$ cat config.mk
export PLATFORM = sky130hd
export DESIGN_NAME = code_entry_sequencer_flat
export DESIGN_NICKNAME = d
export VERILOG_FILES = /design/src/rtl/safe_pkg.sv /design/src/rtl/code_entry_sequencer_if.sv /design/src/rtl/code_entry_sequencer_lockout_timer.sv /design/src/rtl/code_entry_sequencer.sv /design/src/flat_wrapper.sv
export SDC_FILE = /design/constraint.sdc
export NUM_CORES = 1
export LEC_CHECK = 0
export CAP_MARGIN = 20
export CORE_AREA = 3 3 67 69
export DETAILED_ROUTE_END_ITERATION = 6
export DIE_AREA = 0 0 70 72
export PLACE_DENSITY = 0.91
export SLEW_MARGIN = 5
export SYNTH_ARGS = -nofsm -noshare
export SYNTH_HDL_FRONTEND = slang
export SYNTH_SLANG_ARGS = --single-unit
$ cat constraint.sdc
create_clock -name clk -period 6.2 [get_ports clk]
set_input_delay 0.93 -clock clk [delete_from_list [all_inputs] [get_ports clk]]
set_output_delay 0.93 -clock clk [all_outputs]
set_load 0.05 [all_outputs]
$ cat src/rtl/safe_pkg.sv
// Shared types and constants for the safe's code-entry path.
// Imported by the sequencer, its timer and its interface.
package safe_pkg;

  localparam int CODE_LEN = 4;
  localparam int LOCKOUT_CYCLES_DEF = 50_000_000;

  typedef logic [15:0] code_t;

  typedef enum logic [2:0] {
    ENTRY,
    CHECK,
    OPEN,
    FAIL,
    LOCKOUT
  } state_e;

endpackage

$ cat src/rtl/code_entry_sequencer_if.sv
// Key pulses, digit-register strobes and status levels
// between the sequencer and its neighbours.
interface code_entry_sequencer_if;
  import safe_pkg::*;

  logic       enter_pulse;
  logic       restart_pulse;
  code_t      entered_code;
  code_t      secret_code;
  logic       store_digit_pulse;
  logic [2:0] digit_count;
  logic       clear_pulse;
  logic       unlocked;
  logic       error;
  logic       locked_out;
  logic [1:0] attempts_left;

  modport master (
    output enter_pulse,
    output restart_pulse,
    output entered_code,
    output secret_code,
    input  store_digit_pulse,
    input  digit_count,
    input  clear_pulse,
    input  unlocked,
    input  error,
    input  locked_out,
    input  attempts_left
  );

  modport slave (
    input  enter_pulse,
    input  restart_pulse,
    input  entered_code,
    input  secret_code,
    output store_digit_pulse,
    output digit_count,
    output clear_pulse,
    output unlocked,
    output error,
    output locked_out,
    output attempts_left
  );

endinterface

$ cat src/rtl/code_entry_sequencer_lockout_timer.sv
// Load/decrement down-counter timing the lockout window.
// done is high while the count sits at zero.
module lockout_timer #(
  parameter int LOCKOUT_CYCLES = safe_pkg::LOCKOUT_CYCLES_DEF,
  localparam int CW =
    (LOCKOUT_CYCLES > 1) ? $clog2(LOCKOUT_CYCLES) : 1
) (
  input  logic clk,
  input  logic sys_reset,
  input  logic load,
  input  logic en,
  output logic done
);

  localparam logic [CW-1:0] LOAD_VAL = CW'(LOCKOUT_CYCLES - 1);

  logic [CW-1:0] cnt_q;

  always_ff @(posedge clk or posedge sys_reset) begin
    if (sys_reset) begin
      cnt_q <= '0;
    end else if (load) begin
      cnt_q <= LOAD_VAL;
    end else if (en && cnt_q != '0) begin
      cnt_q <= cnt_q - 1'b1;
    end
  end

  assign done = (cnt_q == '0);

endmodule

$ cat src/rtl/code_entry_sequencer.sv
// Code-entry sequencer: digit strobes, code check,
// attempt tracking and timed lockout.
module code_entry_sequencer #(
  parameter int CODE_LEN       = 4,
  parameter int MAX_ATTEMPTS   = 3,
  parameter int LOCKOUT_CYCLES = safe_pkg::LOCKOUT_CYCLES_DEF
) (
  input logic                   clk,
  input logic                   sys_reset,
  code_entry_sequencer_if.slave bus
);
  import safe_pkg::*;

  localparam logic [2:0] LAST    = 3'(CODE_LEN - 1);
  localparam logic [1:0] ATT_MAX = 2'(MAX_ATTEMPTS);

  state_e     state_q, state_d;
  logic [2:0] cnt_q, cnt_d;
  logic [1:0] att_q, att_d;
  logic       clear_q, clear_d;
  logic       store;
  logic       load;
  logic       done;

  always_ff @(posedge clk or posedge sys_reset) begin
    if (sys_reset) begin
      state_q <= ENTRY;
      cnt_q   <= '0;
      att_q   <= ATT_MAX;
      clear_q <= 1'b0;
    end else begin
      state_q <= state_d;
      cnt_q   <= cnt_d;
      att_q   <= att_d;
      clear_q <= clear_d;
    end
  end

  always_comb begin
    state_d = state_q;
    cnt_d   = cnt_q;
    att_d   = att_q;
    clear_d = 1'b0;
    store   = 1'b0;
    load    = 1'b0;
    unique case (state_q)
      ENTRY: begin
        if (bus.restart_pulse) begin
          cnt_d   = '0;
          clear_d = 1'b1;
        end else if (bus.enter_pulse && cnt_q <= LAST) begin
          store = 1'b1;
          cnt_d = cnt_q + 3'd1;
          if (cnt_q == LAST) state_d = CHECK;
        end
      end
      CHECK: begin
        if (bus.entered_code == bus.secret_code) begin
          state_d = OPEN;
        end else begin
          if (att_q != 2'd0) att_d = att_q - 2'd1;
          // last attempt used up: start the timer now
          if (att_q <= 2'd1) begin
            state_d = LOCKOUT;
            load    = 1'b1;
          end else begin
            state_d = FAIL;
          end
        end
      end
      OPEN: begin
        if (bus.restart_pulse) begin
          state_d = ENTRY;
          cnt_d   = '0;
          att_d   = ATT_MAX;
          clear_d = 1'b1;
        end
      end
      FAIL: begin
        if (bus.restart_pulse) begin
          state_d = ENTRY;
          cnt_d   = '0;
          clear_d = 1'b1;
        end
      end
      LOCKOUT: begin
        if (done) begin
          state_d = ENTRY;
          cnt_d   = '0;
          att_d   = ATT_MAX;
          clear_d = 1'b1;
        end
      end
      default: state_d = ENTRY;
    endcase
  end

  lockout_timer #(
    .LOCKOUT_CYCLES(LOCKOUT_CYCLES)
  ) u_timer (
    .clk       (clk),
    .sys_reset (sys_reset),
    .load      (load),
    .en        (state_q == LOCKOUT),
    .done      (done)
  );

  assign bus.store_digit_pulse = store;
  assign bus.digit_count       = cnt_q;
  assign bus.clear_pulse       = clear_q;
  assign bus.unlocked          = (state_q == OPEN);
  assign bus.error             = (state_q == FAIL);
  assign bus.locked_out        = (state_q == LOCKOUT);
  assign bus.attempts_left     = att_q;

endmodule

$ cat src/flat_wrapper.sv
// flat-port wrapper written by rule: the top's interface ports become plain ports
module code_entry_sequencer_flat import safe_pkg::*;
#(
  parameter int CODE_LEN       = 4,
  parameter int MAX_ATTEMPTS   = 3,
  parameter int LOCKOUT_CYCLES = safe_pkg::LOCKOUT_CYCLES_DEF
)
  (clk, sys_reset, bus_enter_pulse, bus_restart_pulse, bus_entered_code, bus_secret_code, bus_store_digit_pulse, bus_digit_count, bus_clear_pulse, bus_unlocked, bus_error, bus_locked_out, bus_attempts_left);
  code_entry_sequencer_if bus_i ();
  input logic clk;
  input logic sys_reset;
  input wire logic [$bits(bus_i.enter_pulse)-1:0] bus_enter_pulse;
  input wire logic [$bits(bus_i.restart_pulse)-1:0] bus_restart_pulse;
  input wire logic [$bits(bus_i.entered_code)-1:0] bus_entered_code;
  input wire logic [$bits(bus_i.secret_code)-1:0] bus_secret_code;
  output wire logic [$bits(bus_i.store_digit_pulse)-1:0] bus_store_digit_pulse;
  output wire logic [$bits(bus_i.digit_count)-1:0] bus_digit_count;
  output wire logic [$bits(bus_i.clear_pulse)-1:0] bus_clear_pulse;
  output wire logic [$bits(bus_i.unlocked)-1:0] bus_unlocked;
  output wire logic [$bits(bus_i.error)-1:0] bus_error;
  output wire logic [$bits(bus_i.locked_out)-1:0] bus_locked_out;
  output wire logic [$bits(bus_i.attempts_left)-1:0] bus_attempts_left;
  assign bus_i.enter_pulse = bus_enter_pulse;
  assign bus_i.restart_pulse = bus_restart_pulse;
  assign bus_i.entered_code = bus_entered_code;
  assign bus_i.secret_code = bus_secret_code;
  assign bus_store_digit_pulse = bus_i.store_digit_pulse;
  assign bus_digit_count = bus_i.digit_count;
  assign bus_clear_pulse = bus_i.clear_pulse;
  assign bus_unlocked = bus_i.unlocked;
  assign bus_error = bus_i.error;
  assign bus_locked_out = bus_i.locked_out;
  assign bus_attempts_left = bus_i.attempts_left;
  code_entry_sequencer #(.CODE_LEN(CODE_LEN), .MAX_ATTEMPTS(MAX_ATTEMPTS), .LOCKOUT_CYCLES(LOCKOUT_CYCLES)) u_core (.clk(clk), .sys_reset(sys_reset), .bus(bus_i));
endmodule
# [Word level (Yosys, flattened, before mapping)]
# Cells that the tools add are included.
[totals] ff_bits=35 latchBits=0 ramBits=0 mem_bits_ro=0 input_bits=36 n_memories=0
[op_classes] addsub=3 mul=0 n_div=0 n_lt_le_gt_ge=2 n_eq_ne=15 shifts=0 mux=27 bitwise=0 n_reduce_logical=14
[ops] operator="$mux W26" count=2
[ops] operator="$mux W3" count=9
[ops] operator="$logic_not A26 Y1" count=1
[ops] operator="$reduce_bool A26 Y1" count=1
[ops] operator="$sub A26 B1 Y26 const B" count=1
[ops] operator="$eq A16 B16 Y1" count=1
[ops] operator="$pmux W3 S4" count=1
[ops] operator="$ne A2 B1 Y1 const B" count=5
[ops] operator="$reduce_and A5 Y1" count=2
[ops] operator="$eq A3 B2 Y1 const B" count=3
[ops] operator="$pmux W3 S3" count=1
[ops] operator="$mux W1" count=8
[ops] operator="$mux W2" count=4
[ops] operator="$ne A2 B2 Y1 const B" count=3
[ops] operator="$pmux W2 S3" count=1
[ops] operator="$reduce_bool A3 Y1" count=2
[ops] operator="$reduce_and A4 Y1" count=1
[ops] operator="$reduce_bool A2 Y1" count=2
[ops] operator="$add A3 B1 Y3 const B" count=1
[ops] operator="$eq A3 B1 Y1 const B" count=1
[ops] operator="$eq A3 B3 Y1 const B" count=1
[ops] operator="$le A3 B2 Y1 const B" count=1
[ops] operator="$logic_not A3 Y1" count=1
[ops] operator="$ne A3 B2 Y1 const B" count=1
[ops] operator="6 further kinds" count=7

# [Longest topological paths before layout]
# Gate-level depths: netlist (run 1).
[depth] ltp_word=5 depth_mapped=10 ltp_nobuf=7

# [Cells and area by module]
# A second synthesis (run 1) with hierarchy kept.
[hier_totals] cells_unflattened=229 area_unflattened_um2=2239.6
[by_module_without_submodules] mod="lockout_timer" instances=1 cells_per_inst=150 area_per_inst_um2=1492.7 seq_area_each_um2=650.6
[by_module_without_submodules] mod="code_entry_sequencer" instances=1 cells_per_inst=79 area_per_inst_um2=747.0 seq_area_each_um2=227.7

# [Worst setup path before layout (run 1)]
# No wires, ideal clock.
[synth_path] path_type="reg-to-output" from="reg u_core.u_timer.cnt_q[0] (netlist name)" to="out bus_store_digit_pulse" t_arrival_ns=2.754 required_ns=5.270 setup_slack_ns=2.516 path_stages_with_launch=9 path_cell_list="dfrtp_1 > inv_1 > ha_1 > or4b_1 > buf_2 > nor4b_1 > and3_1 > a21oi_1 > nor2_1"
[synth_rtl] element="end: declaration" line_no="flat_wrapper.sv:16" source="output wire logic [$bits(bus_i.store_digit_pulse)-1:0] bus_store_digit_pulse;"

==> flow_metrics.py, run 1 <==
metrics = {
    "placement": {
        "buffer_ports.inserted": 45,
        "place.gp.congestion": 0.797,
        "place_hpwl_mm": 3.75,
        "postPlaceCellArea_um2": 2640,
        "place.detailed.instances": 321,
    },
    "drt": {
        "drt_iter0_markers": 162,
        "wl_per_cell_um": 15.3,
        "postRouteAntennaNets": 0,
        "vias": 1988,
        "drt_pass1_iterations": 4,
        "vias_per_cell": 6.04,
        "post-route-drc-count": 0,
        "finalWirelength_mm": 5.04,
    },
    "yosys": {
        "yosys_register_bits": 35,
        "register_area_share_after_synthesis": 0.411,
        "syn-instance-count": 231,
        "post_synth.cell_area_avg_um2": 9.24,
        "post_synth_num_cell_types": 42,
        "post-synth-top-area-cell": "sky130_fd_sc_hd__dfrtp_1",
        "synth_async_sr_flop_share": 1.00,
        "synth.cell_area_um2": 2130,
        "ys_warn_count": 0,
        "synthesis.nets": 272,
        "share_of_yosys_cell_area_claimed_by_the_top_area_cell_type": 0.387,
        "synth-edff-count": 0,
        "netlist_top_cells_area": "sky130_fd_sc_hd__dfrtp_1 39%, sky130_fd_sc_hd__xnor2_1 7.4%, sky130_fd_sc_hd__or4_1 5.3%",
        "postSynth.topFlopCell": "sky130_fd_sc_hd__dfrtp_1",
    },
    "job": {
        "max_cap_violations": 0,
    },
    "cts": {
        "worst_setup_hold_path_clk_slew_ns": 0.06,
        "tritoncts_clock_tree": "done",
        "cts_buffers": 5,
        "holdBufCountCts": 0,
        "cts.repair.resized": 0,
        "clk-insertion-delay-late_ns": 0.29,
        "cts_setup_buffers": 0,
        "cts.path.max_buffers": 2,
        "cts_root_buf": "sky130_fd_sc_hd__clkbuf_8",
        "htree_levels": 2,
        "numClockSinks": 35,
    },
    "timing": {
        "final.min_clock_period_ns": 4.57,
        "fin_hold_ws_ns": 0.521,
        "maxSlewHeadroom": 0.461,
        "final_layout_setup_total_negative_slack_ns": 0,
        "finalCritPeriodShare": 0.738,
        "final-max-slew-violation-count": 0,
        "timing.fmax_mhz": 219,
        "final-hold-violation-count": 0,
        "setup_violations": 0,
        "rsz0062_at_grt": "no",
        "clock-skew-final_ns": 0.00201,
        "worst_pin_slew_ns": 0.801,
    },
    "floorplan": {
        "floorplan.initialDensity": 0.537,
        "io-pin-count": 46,
        "die_area_um2": 5040,
        "die_w_um": 70,
        "core_um2": 3970,
        "row_count": 23,
        "die_y_um": 72,
    },
    "worst_setup_path": {
        "setup.worst_path.class": "reg2out",
        "cp.buffers_inverters": 2,
        "worst_path_cell_trace": "inv_1 -> ha_1 -> or4b_1 -> nor4b_1 -> and3_1 -> a21oi_1 -> nor2_1 -> clkdlybuf4s50_1",
        "worst_setup_path_start_kind": "flip-flop",
        "crit_path_max_cell_delay_ns": 0.80,
        "worst_ep_arrival_time_ns": 3.64,
        "path_delay_family": "simple AND/OR/NAND/NOR gates",
        "cpMaxStageDelayCell": "sky130_fd_sc_hd__clkdlybuf4s50_1",
        "kind_of_capture_point_of_the_worst_setup_path": "output pin",
        "cp.required_ns": 5.27,
        "crit_fanout": 8,
    },
    "global_routing": {
        "grt_use_met2": 0.400,
        "globalRouteTotalUtil": 0.220,
        "grt_max_degree": 36,
        "grtUsageMet1": 0.246,
        "grt_use_met3": 0.0596,
        "grt_antenna_before_repair": 0,
        "grt_busiest_layer": "met2",
        "grt_remaining_overflow": 0,
        "grt_pass1_vias": 2057,
        "grt_pass1_wl_mm": 9.00,
    },
    "cells_and_area": {
        "drive_above_1_share": 0.0860,
        "area.growth.synth_to_final_pct": 28.5,
        "multi_input_area_um2": 1180,
        "final_design_area_no_fill_um2": 2740,
        "stdcell_count": 329,
        "diodes": 0,
        "fin_nets": 319,
        "seqCellArea_um2": 878,
        "final.fill_count": 319,
    },
    "power_and_ir_drop": {
        "power.static_leakage_nw": 0.979,
        "power.density_cell_area_nw_per_um2": 310,
        "worst_ir_drop_vdd_mv": 0.188,
        "total_power_w": 0.000850,
    },
    "status": {
        "result_of_the_run": "finished, final reports clean",
    },
    "hold_path": {
        "worst_hold_path_type": "reg2reg",
    },
}
flip-flops by register name, indices dropped and copies added, names as in the netlist:
| register | count |
|---|---|
| u_core.bus.digit_count | 3 |
| u_core.bus.attempts_left | 2 |
| u_core.u_timer.cnt_q | 26 |
| u_core.state_q | 3 |
| u_core.bus.clear_pulse | 1 |
layout make-up:
| cell class | count | area share |
|---|---|---|
| tap | 50 | 0.0228 |
| sequential | 35 | 0.320 |
| timing repair buffer | 49 | 0.175 |
| inverter | 10 | 0.0137 |
| clock buffer | 8 | 0.0365 |
| multi-input combinational | 177 | 0.432 |
logic make-up (layout without fill, tap and decap cells):
| group | count (synthesis) | count (layout) | share of synthesized area |
|---|---|---|---|
| compound gates | 50 | 50 | 0.151 |
| simple gates | 96 | 96 | 0.259 |
| buf+inv | 19 | 67 | 0.0363 |
| fa+ha+maj | 5 | 5 | 0.0293 |
| xor+xnor | 21 | 21 | 0.0862 |
| flops | 35 | 35 | 0.411 |
| mux | 5 | 5 | 0.0264 |
worst min-delay path, stage by stage, from the launching register on:
cell,delay (ns)
sky130_fd_sc_hd__dfrtp_1,0.35
sky130_fd_sc_hd__xnor2_1,0.08
sky130_fd_sc_hd__nand2_1,0.06
routing by layer:
| metal | vias to the layer above | part of all wire | routed length [um] |
|---|---|---|---|
| met5 | - | 0 | 0 |
| met1 | 941 | 0.40 | 2010 |
| met2 | 82 | 0.52 | 2620 |
| met3 | 9 | 0.063 | 317 |
| li1 | 956 | - | - |
| met4 | 0 | 0.019 | 95 |
worst paths after layout:
check                                         start                           to  slack (ns)  depth (start not counted)
max in group asynchronous                 sys_reset  u_core.bus.attempts_left[1]        4.83                          3
min in group asynchronous                 sys_reset     u_core.u_timer.cnt_q[19]        1.04                          3
min reg2reg                u_core.u_timer.cnt_q[17]     u_core.u_timer.cnt_q[17]        0.52                          2
max reg2reg                 u_core.u_timer.cnt_q[0]  u_core.bus.attempts_left[0]        3.11                          7
max                         u_core.u_timer.cnt_q[0]        bus_store_digit_pulse        1.63                          8
min                        u_core.u_timer.cnt_q[17]     u_core.u_timer.cnt_q[17]        0.52                          2
power by group:
| part | internal, W | total (W) | switching, W | leakage [nW] |
|---|---|---|---|---|
| Clock | 0.000101 | 0.000180 | 0.0000791 | 0.0515 |
| Sequential | 0.000273 | 0.000324 | 0.0000507 | 0.401 |
| Combinational | 0.000141 | 0.000346 | 0.000205 | 0.526 |
| Total | 0.000515 | 0.000850 | 0.000335 | 0.979 |
cells in the final DEF (no fill, tap or decap), drive strengths merged, types with 7 or more instances in the layout:
cell type      count
or3               15
clkdlybuf4s50     45
nand2             13
clkbuf             8
a21oi             12
o21ai             14
nand4              7
nor2              12
inv               10
nand3             11
xnor2             18
dfrtp             33
or4               15
o31ai              9
cells in the mapped netlist (7+ instances only):
cell,count
sky130_fd_sc_hd__nand2_1,13
sky130_fd_sc_hd__xnor2_1,18
sky130_fd_sc_hd__o31ai_1,9
sky130_fd_sc_hd__inv_1,10
sky130_fd_sc_hd__nand3_1,11
sky130_fd_sc_hd__a21oi_1,12
sky130_fd_sc_hd__o21ai_0,11
sky130_fd_sc_hd__or4_1,15
sky130_fd_sc_hd__nand4_1,7
sky130_fd_sc_hd__nor2_1,12
sky130_fd_sc_hd__or3_1,14
sky130_fd_sc_hd__dfrtp_1,33
per-stage QoR:
| stage | setup slack, ns | util |
|---|---|---|
| finish | 1.63 | 0.691 |
| global route | 1.41 | 0.691 |
| CTS | 1.66 | 0.691 |
| detailed placement | 1.99 | 0.665 |
| global placement | 2.12 | 0.665 |
| floorplan | 2.52 | - |
No activity file was read; power rests on OpenSTA's default activity.
==> run 2, diff against run 1 <==
- CORE_AREA: 3 3 67 69 -> 3 3 73 75
- DIE_AREA: 0 0 70 72 -> 0 0 76 78
- PLACE_DENSITY: 0.91 -> 0.82
- clock period: 6.2 -> 3.75 ns (I/O delays scaled with it)
==> run 2 against run 1 <==
  * Combinational power increased by 66%
  * Sequential cell count stayed put
  * Routed wire length down 0.34%
  * Worst setup slack got worse by 1.3 ns
  * Power up 63%
  * First-iteration DRC count fell by 30%
  * Sequential power up 65%
  * Clock skew up 0.0074 ns
  * Register-to-register slack got worse by 2.4 ns
  * Global-route usage fell by 3.8 points
  * Cell count grew 5.8%
==> flow_metrics.py, run 2 (synthesis gave the netlist of run 1 again) <==
metrics = {
    "worst_setup_path": {
        "crit_fanout": 8,
        "worst_ep_arrival_time_ns": 2.84,
        "cp.required_ns": 3.19,
        "worst_setup_path_start_kind": "flip-flop",
        "kind_of_capture_point_of_the_worst_setup_path": "output pin",
        "setup.worst_path.class": "reg2out",
    },
    "power_and_ir_drop": {
        "power.static_leakage_nw": 0.985,
        "power.density_cell_area_nw_per_um2": 497,
        "worst_ir_drop_vdd_mv": 0.254,
    },
    "global_routing": {
        "globalRouteTotalUtil": 0.182,
        "grt_use_met3": 0.0534,
        "grt_max_degree": 36,
        "grt_busiest_layer": "met2",
        "grt_remaining_overflow": 0,
        "grt_use_met2": 0.317,
        "grt_pass1_vias": 1905,
        "grt_antenna_before_repair": 0,
        "grtUsageMet1": 0.213,
        "grt_pass1_wl_mm": 8.74,
    },
    "timing": {
        "timing.fmax_mhz": 294,
        "final.min_clock_period_ns": 3.40,
        "setup_violations": 0,
        "final-hold-violation-count": 0,
        "final-max-slew-violation-count": 0,
        "clock-skew-final_ns": 0.00937,
        "rsz0062_at_grt": "no",
        "maxSlewHeadroom": 0.542,
        "final_layout_setup_total_negative_slack_ns": 0,
        "finalCritPeriodShare": 0.907,
        "worst_pin_slew_ns": 0.687,
    },
    "floorplan": {
        "row_count": 25,
        "floorplan.initialDensity": 0.452,
        "core_um2": 4720,
        "die_w_um": 76,
        "die_area_um2": 5930,
        "die_y_um": 78,
        "io-pin-count": 46,
    },
    "drt": {
        "vias": 1953,
        "drt_pass1_iterations": 4,
        "vias_per_cell": 5.61,
        "post-route-drc-count": 0,
        "postRouteAntennaNets": 0,
        "finalWirelength_mm": 5.02,
        "wl_per_cell_um": 14.4,
        "drt_iter0_markers": 114,
    },
    "cells_and_area": {
        "final.fill_count": 415,
        "layout.cells.most_common_list": "44 x sky130_fd_sc_hd__clkdlybuf4s50_1, 33 x sky130_fd_sc_hd__dfrtp_1, 18 x sky130_fd_sc_hd__xnor2_1, 15 x sky130_fd_sc_hd__or4_1, 14 x sky130_fd_sc_hd__or3_1",
        "fin_nets": 321,
        "final_common_cell": "sky130_fd_sc_hd__clkdlybuf4s50_1",
        "largest_register_ffs": 26,
        "final_core_util": 0.589,
        "regMostFlops": "u_core.u_timer.cnt_q",
        "diodes": 0,
        "drive_above_1_share": 0.0996,
        "area.growth.synth_to_final_pct": 30.2,
    },
    "cts": {
        "clk-insertion-delay-late_ns": 0.30,
        "cts_buffers": 5,
        "tritoncts_clock_tree": "done",
        "cts.path.max_buffers": 2,
        "cts_root_buf": "sky130_fd_sc_hd__clkbuf_8",
        "numClockSinks": 35,
        "worst_setup_hold_path_clk_slew_ns": 0.07,
        "htree_levels": 2,
        "cts_setup_buffers": 0,
    },
    "placement": {
        "place.gp.congestion": 0.796,
        "place_hpwl_mm": 3.67,
        "buffer_ports.inserted": 45,
    },
    "status": {
        "result_of_the_run": "finished, final reports clean",
    },
    "hold_path": {
        "worst_hold_path_type": "reg2reg",
    },
    "job": {
        "max_cap_violations": 0,
    },
}
run 2: cell types whose count changed in the layout (fill, tap and decap cells not counted), sizes merged:
cell	delta
clkdlybuf4s50	-1
clkinv	+1
clkinvlp	+1
clkbuf	-2
buf	+3
run 2: final cells by class:
class                           instances  area, um^2  area share
Sequential cell                        35         878       0.316
Tap cell                               67        83.8      0.0302
Clock buffer                            6        72.6      0.0261
Timing Repair Buffer                   51         505       0.182
Multi-Input combinational cell        177        1190       0.428
Inverter                               10        37.5      0.0135
Clock inverter                          2        12.5     0.00450
run 2: final timing paths:
kind,startpoint,to,slack (ns),depth (start not counted)
worst max register to register,u_core.u_timer.cnt_q[0],u_core.u_timer.cnt_q[24],0.66,7
min in group asynchronous,sys_reset,u_core.u_timer.cnt_q[22],0.65,3
worst min register to register,u_core.u_timer.cnt_q[17],u_core.u_timer.cnt_q[17],0.52,2
worst min-delay path,u_core.u_timer.cnt_q[17],u_core.u_timer.cnt_q[17],0.52,2
worst max-delay path,u_core.u_timer.cnt_q[0],bus_store_digit_pulse,0.35,8
max in group asynchronous,sys_reset,u_core.bus.attempts_left[1],2.76,3
run 2: worst max-delay path, cell delays in order (launching register included):
cell and delay [ns]:
sky130_fd_sc_hd__dfrtp_1 0.40, sky130_fd_sc_hd__inv_1 0.10, sky130_fd_sc_hd__ha_1 0.18, sky130_fd_sc_hd__or4b_1 0.60, sky130_fd_sc_hd__nor4b_2 0.46, sky130_fd_sc_hd__and3_1 0.27, sky130_fd_sc_hd__a21oi_1 0.15, sky130_fd_sc_hd__nor2_1 0.21
sky130_fd_sc_hd__buf_12 0.16
run 2: what timing repair did:
| action | 4_1_cts | 5_1_grt |
|---|---|---|
| endpoints found under the setup margin | 0 | 1 |
| hold buffers | 0 | 0 |
| gates resized for setup | 0 | 1 |
run 2: report_power, final:
part	total (W)	switching (W)	internal [W]	leakage [nW]
Sequential	0.000534	0.0000827	0.000452	0.401
Combinational	0.000575	0.000338	0.000237	0.542
Clock	0.000272	0.000143	0.000130	0.0412
run 2: stage by stage:
stage               hold slack [ns]  instance area (um^2)  power, W  setup WS (ns)  instances
CTS                           0.521                  2770   0.00139          0.158        348
global placement              0.499                  2690   0.00109          0.566        340
floorplan                     0.480                  2130  0.000916          0.433        231
global route                  0.554                  2780   0.00148          0.148        348
detailed placement            0.499                  2690   0.00111          0.504        340
finish                        0.521                  2780   0.00138          0.348        348
run 2: metal layers:
metal,part of all wire,vias to the layer above
met2,0.51,68
met4,0.017,0
met5,0,-
li1,-,960
met1,0.41,916
met3,0.065,9
